File: config.mk
export PLATFORM = sky130hd
export DESIGN_NAME = evm_session_ctrl_flat
export DESIGN_NICKNAME = d
export VERILOG_FILES = /design/src/rtl/evm_session_if.sv /design/src/rtl/evm_session_ctrl.sv /design/src/flat_wrapper.sv
export SDC_FILE = /design/constraint.sdc
export NUM_CORES = 1
export LEC_CHECK = 0
export BUFFER_PORTS_ARGS = -buffer_cell sky130_fd_sc_hd__buf_2
export CAP_MARGIN = 20
export CORE_ASPECT_RATIO = 0.5
export CORE_MARGIN = 2
export CORE_UTILIZATION = 45
export CTS_BUF_LIST = sky130_fd_sc_hd__clkbuf_16
export DETAILED_ROUTE_END_ITERATION = 10
export PLACE_DENSITY = 0.75
export SLEW_MARGIN = 20
export SYNTH_ARGS = -nofsm -noshare
export SYNTH_HDL_FRONTEND = slang
export SYNTH_SLANG_ARGS = --single-unit
File: constraint.sdc
create_clock -name clk -period 4.18 [get_ports clk]
set_input_delay 0.418 -clock clk [delete_from_list [all_inputs] [get_ports clk]]
set_output_delay 0.418 -clock clk [all_outputs]
set_load 0.1 [all_outputs]
File: src/rtl/evm_session_if.sv
`default_nettype none
// ============================================================================
// evm_session_if -- button inputs and session/tally outputs of evm_session_ctrl
// Revision: 1.0
// ============================================================================
interface evm_session_if #(
    parameter int CNT_W = 16
);
    logic             auth;
    logic             vote1;
    logic             vote2;
    logic             vote3;
    logic             close_req;
    logic             armed;
    logic             vote_ack;
    logic [1:0]       vote_id;
    logic             err_multi;
    logic             timeout;
    logic             closed;
    logic [CNT_W-1:0] count1;
    logic [CNT_W-1:0] count2;
    logic [CNT_W-1:0] count3;
    logic [CNT_W-1:0] total;
    logic             sat;

    modport master (
        output auth, vote1, vote2, vote3, close_req,
        input  armed, vote_ack, vote_id, err_multi, timeout, closed,
               count1, count2, count3, total, sat
    );

    modport slave (
        input  auth, vote1, vote2, vote3, close_req,
        output armed, vote_ack, vote_id, err_multi, timeout, closed,
               count1, count2, count3, total, sat
    );
endinterface
`default_nettype wire

File: src/rtl/evm_session_ctrl.sv
`default_nettype none
// ============================================================================
// evm_session_ctrl -- ballot sequencing, tallies and poll lifecycle for a
// three-candidate voting machine. Define ARM_TIMEOUT_EN to expire armed ballots.
// Revision: 1.0
// ============================================================================
module evm_session_ctrl #(
    parameter int CNT_W       = 16,
    parameter int HOLD_CYC    = 50,
    parameter int TIMEOUT_CYC = 1000
) (
    input  logic         clk,
    input  logic         reset,
    evm_session_if.slave bus
);

    typedef enum logic [2:0] {
        S_IDLE   = 3'd0,
        S_ARMED  = 3'd1,
        S_CAST   = 3'd2,
        S_HOLD   = 3'd3,
        S_CLOSED = 3'd4
    } state_t;

    localparam int               HOLD_W    = $clog2(HOLD_CYC + 1);
    localparam logic [HOLD_W-1:0] HOLD_LAST = HOLD_W'(HOLD_CYC - 1);
    localparam logic [CNT_W-1:0]  CNT_MAX   = '1;

    if (HOLD_CYC < 1 || TIMEOUT_CYC < 1) begin : g_param_check
        $error("evm_session_ctrl: HOLD_CYC and TIMEOUT_CYC must be >= 1");
    end

    state_t            r_state;
    state_t            w_state_next;
    logic [4:0]        w_btn;
    logic [4:0]        r_sync1;
    logic [4:0]        r_sync2;
    logic [4:0]        r_sync3;
    logic [4:0]        w_pulse;
    logic [2:0]        w_votes;
    logic              w_auth;
    logic              w_close;
    logic              w_single;
    logic              w_multi;
    logic [1:0]        w_sel;
    logic              w_cast;
    logic              w_err_multi;
    logic              w_pend_set;
    logic [1:0]        r_sel;
    logic [HOLD_W-1:0] r_hold_cnt;
    logic              r_close_pending;
    logic              r_vote_ack;
    logic [1:0]        r_vote_id;
    logic              r_err_multi;
    logic [CNT_W-1:0]  r_tally1;
    logic [CNT_W-1:0]  r_tally2;
    logic [CNT_W-1:0]  r_tally3;
    logic [CNT_W-1:0]  r_total;
    logic              r_sat;

    // Bit order: {close, vote3, vote2, vote1, auth}
    assign w_btn    = {bus.close_req, bus.vote3, bus.vote2, bus.vote1, bus.auth};
    assign w_pulse  = r_sync2 & ~r_sync3;
    assign w_auth   = w_pulse[0];
    assign w_votes  = w_pulse[3:1];
    assign w_close  = w_pulse[4];
    assign w_single = (w_votes == 3'b001) || (w_votes == 3'b010) || (w_votes == 3'b100);
    assign w_multi  = (w_votes[0] & w_votes[1]) | (w_votes[0] & w_votes[2]) |
                      (w_votes[1] & w_votes[2]);
    assign w_sel    = w_votes[0] ? 2'd1 : (w_votes[1] ? 2'd2 : 2'd3);

    always_ff @(posedge clk or posedge reset) begin
        if (reset) begin
            r_sync1 <= '0;
            r_sync2 <= '0;
            r_sync3 <= '0;
        end else begin
            r_sync1 <= w_btn;
            r_sync2 <= r_sync1;
            r_sync3 <= r_sync2;
        end
    end

`ifdef ARM_TIMEOUT_EN
    localparam int              ARM_W    = $clog2(TIMEOUT_CYC + 1);
    localparam logic [ARM_W-1:0] ARM_LAST = ARM_W'(TIMEOUT_CYC - 1);

    logic [ARM_W-1:0] r_arm_cnt;
    logic             r_timeout;
    logic             w_timeout;
    logic             w_expire;

    assign w_expire = (r_arm_cnt == ARM_LAST);

    always_ff @(posedge clk or posedge reset) begin
        if (reset) begin
            r_arm_cnt <= '0;
            r_timeout <= 1'b0;
        end else begin
            r_timeout <= w_timeout;
            if (r_state == S_ARMED) r_arm_cnt <= r_arm_cnt + 1'b1;
            else                    r_arm_cnt <= '0;
        end
    end

    assign bus.timeout = r_timeout;
`else
    assign bus.timeout = 1'b0;
`endif

    always_ff @(posedge clk or posedge reset) begin
        if (reset) r_state <= S_IDLE;
        else       r_state <= w_state_next;
    end

    always_comb begin
        w_state_next = r_state;
        w_cast       = 1'b0;
        w_err_multi  = 1'b0;
        w_pend_set   = 1'b0;
`ifdef ARM_TIMEOUT_EN
        w_timeout    = 1'b0;
`endif
        case (r_state)
            S_IDLE: begin
                if (w_close)     w_state_next = S_CLOSED;
                else if (w_auth) w_state_next = S_ARMED;
            end
            S_ARMED: begin
                w_err_multi = w_multi;
                // A single vote beats a simultaneous close; the close is deferred
                if (w_single) begin
                    w_state_next = S_CAST;
                    w_pend_set   = w_close;
                end else if (w_close) begin
                    w_state_next = S_CLOSED;
                end
`ifdef ARM_TIMEOUT_EN
                else if (w_expire) begin
                    w_state_next = S_IDLE;
                    w_timeout    = 1'b1;
                end
`endif
            end
            S_CAST: begin
                w_cast       = 1'b1;
                w_pend_set   = w_close;
                w_state_next = S_HOLD;
            end
            S_HOLD: begin
                w_pend_set = w_close;
                if (r_hold_cnt == HOLD_LAST)
                    w_state_next = (r_close_pending || w_close) ? S_CLOSED : S_IDLE;
            end
            S_CLOSED: begin
                w_state_next = S_CLOSED;
            end
            default: begin
                w_state_next = S_IDLE;
            end
        endcase
    end

    always_ff @(posedge clk or posedge reset) begin
        if (reset) begin
            r_sel           <= 2'd0;
            r_hold_cnt      <= '0;
            r_close_pending <= 1'b0;
            r_vote_ack      <= 1'b0;
            r_vote_id       <= 2'd0;
            r_err_multi     <= 1'b0;
            r_tally1        <= '0;
            r_tally2        <= '0;
            r_tally3        <= '0;
            r_total         <= '0;
            r_sat           <= 1'b0;
        end else begin
            r_vote_ack  <= w_cast;
            r_err_multi <= w_err_multi;
            if (w_pend_set) r_close_pending <= 1'b1;
            if (r_state == S_ARMED && w_single) r_sel <= w_sel;
            if (r_state == S_HOLD) r_hold_cnt <= r_hold_cnt + 1'b1;
            else                   r_hold_cnt <= '0;
            if (w_cast) begin
                r_vote_id <= r_sel;
                case (r_sel)
                    2'd1: if (r_tally1 == CNT_MAX) r_sat <= 1'b1; else r_tally1 <= r_tally1 + 1'b1;
                    2'd2: if (r_tally2 == CNT_MAX) r_sat <= 1'b1; else r_tally2 <= r_tally2 + 1'b1;
                    2'd3: if (r_tally3 == CNT_MAX) r_sat <= 1'b1; else r_tally3 <= r_tally3 + 1'b1;
                    default: ;
                endcase
                if (r_total == CNT_MAX) r_sat   <= 1'b1;
                else                    r_total <= r_total + 1'b1;
            end
        end
    end

    // Per-candidate tallies stay hidden until the poll is closed
    assign bus.armed     = (r_state == S_ARMED);
    assign bus.closed    = (r_state == S_CLOSED);
    assign bus.vote_ack  = r_vote_ack;
    assign bus.vote_id   = r_vote_id;
    assign bus.err_multi = r_err_multi;
    assign bus.count1    = bus.closed ? r_tally1 : '0;
    assign bus.count2    = bus.closed ? r_tally2 : '0;
    assign bus.count3    = bus.closed ? r_tally3 : '0;
    assign bus.total     = r_total;
    assign bus.sat       = r_sat;

endmodule
`default_nettype wire
File: src/flat_wrapper.sv
// flat-port wrapper written by rule: the top's interface ports become plain ports
module evm_session_ctrl_flat 
#(
    parameter int CNT_W       = 16,
    parameter int HOLD_CYC    = 50,
    parameter int TIMEOUT_CYC = 1000
)
  (clk, reset, bus_auth, bus_vote1, bus_vote2, bus_vote3, bus_close_req, bus_armed, bus_vote_ack, bus_vote_id, bus_err_multi, bus_timeout, bus_closed, bus_count1, bus_count2, bus_count3, bus_total, bus_sat);
  evm_session_if #(.CNT_W(CNT_W)) bus_i ();
  input  logic clk;
  input  logic reset;
  input wire logic [$bits(bus_i.auth)-1:0] bus_auth;
  input wire logic [$bits(bus_i.vote1)-1:0] bus_vote1;
  input wire logic [$bits(bus_i.vote2)-1:0] bus_vote2;
  input wire logic [$bits(bus_i.vote3)-1:0] bus_vote3;
  input wire logic [$bits(bus_i.close_req)-1:0] bus_close_req;
  output wire logic [$bits(bus_i.armed)-1:0] bus_armed;
  output wire logic [$bits(bus_i.vote_ack)-1:0] bus_vote_ack;
  output wire logic [$bits(bus_i.vote_id)-1:0] bus_vote_id;
  output wire logic [$bits(bus_i.err_multi)-1:0] bus_err_multi;
  output wire logic [$bits(bus_i.timeout)-1:0] bus_timeout;
  output wire logic [$bits(bus_i.closed)-1:0] bus_closed;
  output wire logic [$bits(bus_i.count1)-1:0] bus_count1;
  output wire logic [$bits(bus_i.count2)-1:0] bus_count2;
  output wire logic [$bits(bus_i.count3)-1:0] bus_count3;
  output wire logic [$bits(bus_i.total)-1:0] bus_total;
  output wire logic [$bits(bus_i.sat)-1:0] bus_sat;
  assign bus_i.auth = bus_auth;
  assign bus_i.vote1 = bus_vote1;
  assign bus_i.vote2 = bus_vote2;
  assign bus_i.vote3 = bus_vote3;
  assign bus_i.close_req = bus_close_req;
  assign bus_armed = bus_i.armed;
  assign bus_vote_ack = bus_i.vote_ack;
  assign bus_vote_id = bus_i.vote_id;
  assign bus_err_multi = bus_i.err_multi;
  assign bus_timeout = bus_i.timeout;
  assign bus_closed = bus_i.closed;
  assign bus_count1 = bus_i.count1;
  assign bus_count2 = bus_i.count2;
  assign bus_count3 = bus_i.count3;
  assign bus_total = bus_i.total;
  assign bus_sat = bus_i.sat;
  evm_session_ctrl #(.CNT_W(CNT_W), .HOLD_CYC(HOLD_CYC), .TIMEOUT_CYC(TIMEOUT_CYC)) u_core (.clk(clk), .reset(reset), .bus(bus_i));
endmodule
==> impl_results.md <==
- CP required: 3.76 ns
- Initial DRC Count: slightly below 200
- Crit Path Category: flop to output pin
- GP Congestion: 0.792
- Ys Warns: 0
- Post-CTS Setup Repair Bufs: 0
- Fin. max-slew vios: 0
- Pwr dens: about 460 nW/um^2
- First-pass GRT wire length: ~15 mm
- Place WS: 2.12 ns
- Total leakage power: about 2.7 nW
- CTS resizes: 0
- IO Port Bufs: 77
- Vias: roughly 3,300
- Via/cell ratio: approximately 5.1
- XOR/XNOR Fraction of Synth Area: 11.5%
- Remaining DRCs: 0
- Synth cell types: between 40 and 50
- GR Util met3: about 4%
- Worst min path class: input pin to flop
- Final #Nets: ~520
- Mux share of post-synthesis cell area: roughly 1.7%
- Final WL: 8.84 mm
- Worst Setup End Kind: output pin
- Vias in the first global route: between 3,000 and 4,000
- Seq/Total Area, Yosys: 52.7%
- CTS max path bufs: 2
- Global route overflow: 0
- Grt peak-use layer: met2
- Initial antenna violation count: 0
- Fin crit share: between 50 and 60%
- Dpl cell area: 5100 sq um
- Net Count, Synth: 440
- Arrival time worst endpoint: 1.99 ns
- Synth Area per Inst: 10.7 sq um
- Worst VDD drop: between 200 and 250 uV
- Slew of the pin with the lowest slew margin: 0.729 ns
- Setup Viol. Count Final: 0
- GRT Total Usage: roughly 17%
- Cell row count: 25
- DIE AREA: roughly 11,000 sq um
- Ys flop type: dfrtp_1
- Post-route ant nets: 0
- Clock Sinks: 96
- Critical Path Source Type: flop
- Slew headroom: 51.4%
- Layout Skew: 0.00825 ns
- Finished Layout Cells: 650
- Layout cell share with drive strength beyond 1: about 22%
- I/O Pins: 79
- CTS buffer count: 9
- Final Hold Violating Endpoints: 0
- Tmin final: between 2 and 2.5 ns
- Largest net degree at the start of global routing: between 60 and 70
- Average wire per standard cell: between 10 and 15 microns
- Drt pass-1 iters: 4
- Post-synth ARST share: 100%
- Largest family of logic cells by synthesized area: simple AND/OR/NAND/NOR gates
- Met1 usage: between 20% and 30%
- GR Util met2: between 20% and 30%
- Die Span X: around 150 microns
- Post-synth EDFFs: 0
- Outcome: finished clean
- Compound-Gate Fraction of Synth Area: under 10%
- Worst skew pair latency: approximately 0.34 ns
- Syn Std Cell Area: approximately 4600 sq um
- Area share of fa/ha/maj cells after synthesis: 1.65%
- PnR worst setup slack: ~1.8 ns
- Synth Area in Simple Gates: 26.8%
- Initial Util: a little under half
- TNS Setup: 0 ns
- Critical-path maximum fanout: 49
- ANT cells: 0
- Area Overhead vs Synth: 17.9%
- Clock slew at reported path FFs: around 0.060 ns
- Post-CTS Hold Buffers: 0
- Max-cap violations: 0
- RSZ-0062 raised after global routing: no
- Post-Route Utilization: 55.8%
- Root buf cell: clkbuf_16
- Design Area, Final: between 5000 and 6000 sq um
- FF+latch count, synth: between 90 and 100
- Die H: approximately 75 microns
- Cell total after placement: 634
- Post-DP HPWL: 6.31 mm
- Post-Synthesis Cells: ~430
- CTS tree: yes
- F_max: a little over 400 MHz
- H-tree lvl count: 3
- Core footprint: just under 10,000 sq um
placed cells by master (no fill, tap or decap), types with 8 or more instances in the layout:
cell type | synthesis | layout
dfrtp_1 | 96 | 96
buf_2 | 0 | 77
and2_1 | 55 | 55
nand2_1 | 38 | 38
xnor2_1 | 38 | 38
nand3_1 | 30 | 30
nor2_1 | 23 | 23
xor2_1 | 22 | 22
nand4_1 | 19 | 19
and3_1 | 12 | 12
nor3_1 | 10 | 10
and4_1 | 9 | 9
clkbuf_16 | 0 | 9
nand2b_1 | 8 | 8
layout make-up:
cell class / count / area [sq um]
Sequential cell: 96 / 2400
Tap cell: 135 / 169
Fill cell: 878 / 4260
Clock inverter: 7 / 48.8
Inverter: 6 / 30.0
Clock buffer: 9 / 225
Multi-Input combinational cell: 318 / 2100
Timing Repair Buffer: 79 / 400
report_power, final:
group / internal [mW] / switching [mW] / leakage [nW]
registers: 1.00 / 0.0835 / 1.29
clock network: 0.403 / 0.355 / 0.129
logic: 0.129 / 0.513 / 1.25
total: 1.53 / 0.951 / 2.67
flip-flops by register name (all words and copies together) (netlist names):
signal / cells
u_core.r_sync2: 5
u_core.r_sel: 2
u_core.r_close_pending: 1
u_core.bus.sat: 1
u_core.r_state: 3
u_core.r_sync3: 5
u_core.bus.vote_ack: 1
u_core.r_tally3: 16
u_core.r_tally2: 16
u_core.bus.total: 16
u_core.bus.vote_id: 2
u_core.r_tally1: 16
u_core.r_hold_cnt: 6
u_core.bus.err_multi: 1
u_core.r_sync1: 5
worst max-delay path, stage by stage, from the launching register on:
cell and delay, ns:
dfrtp_1 0.44, nor3b_2 0.20, buf_4 0.36, and2_1 0.21
buf_2 0.43
cell families after synthesis:
logic type	after synthesis
and+or+nand+nor	219
adders and majority gates	6
other	1
xor gates and xnor gates	60
buffers and inverters	13
DFF	96
muxes	7
AOI/OAI and AO/OA	25
path summary, 6_finish.rpt:
| check | end | start | depth (start not counted) | slack [ns] |
|---|---|---|---|---|
| setup / recovery | bus_count1[13] | u_core.r_state[1]$_DFFE_PP0P_ | 4 | 1.77 |
| hold / removal | u_core.r_sync1[2]$_DFF_PP0_ | bus_vote2 | 1 | 0.18 |
| setup reg to reg | u_core.r_tally1[4]$_DFFE_PP0P_ | u_core.r_tally1[0]$_DFFE_PP0P_ | 6 | 2.09 |
| hold reg to reg | u_core.r_sync2[0]$_DFF_PP0_ | u_core.r_sync1[0]$_DFF_PP0_ | 0 | 0.35 |
| max in group asynchronous | u_core.r_tally3[4]$_DFFE_PP0P_ | reset | 3 | 3.03 |
| min in group asynchronous | u_core.r_sync2[4]$_DFF_PP0_ | reset | 2 | 0.21 |
per-stage QoR:
step | hold slack [ns] | power, mW
floorplan | 0.331 | 1.62
global placement | 0.332 | 1.73
detailed placement | 0.336 | 1.75
CTS | 0.164 | 2.52
global route | 0.167 | 2.60
finish | 0.180 | 2.48
layer usage:
metal  up-vias  share of wire (%)
met5         -                  0
li1       1633                  -
met4         0                1.1
met1      1625                 48
met3         8                3.1
met2        62                 48
Yosys cell counts (all sizes together) (2+ instances only):
library cell | instances | area (sq um)
xor2 | 22 | 193
nor2 | 25 | 98.8
and3 | 12 | 75.1
buf | 2 | 15.0
o22a | 2 | 17.5
and2 | 55 | 344
or4 | 2 | 18.8
o21ai | 3 | 15.0
clkbuf | 5 | 18.8
or2 | 2 | 12.5
nand3 | 30 | 150
dfrtp | 96 | 2400
mux2 | 6 | 67.6
nor4 | 2 | 12.5
inv | 5 | 18.8
xnor2 | 38 | 333
nand4 | 19 | 119
nand2 | 38 | 143
nand2b | 9 | 63.8
nor3b | 2 | 15.0
a21o | 2 | 15.0
a31oi | 4 | 25.0
and4 | 9 | 78.8
nor2b | 2 | 12.5
ha | 6 | 75.1
nor3 | 10 | 50.1
a21oi | 5 | 25.0
a211oi | 3 | 32.5
Note: power is estimated with default switching activity, not from simulation.
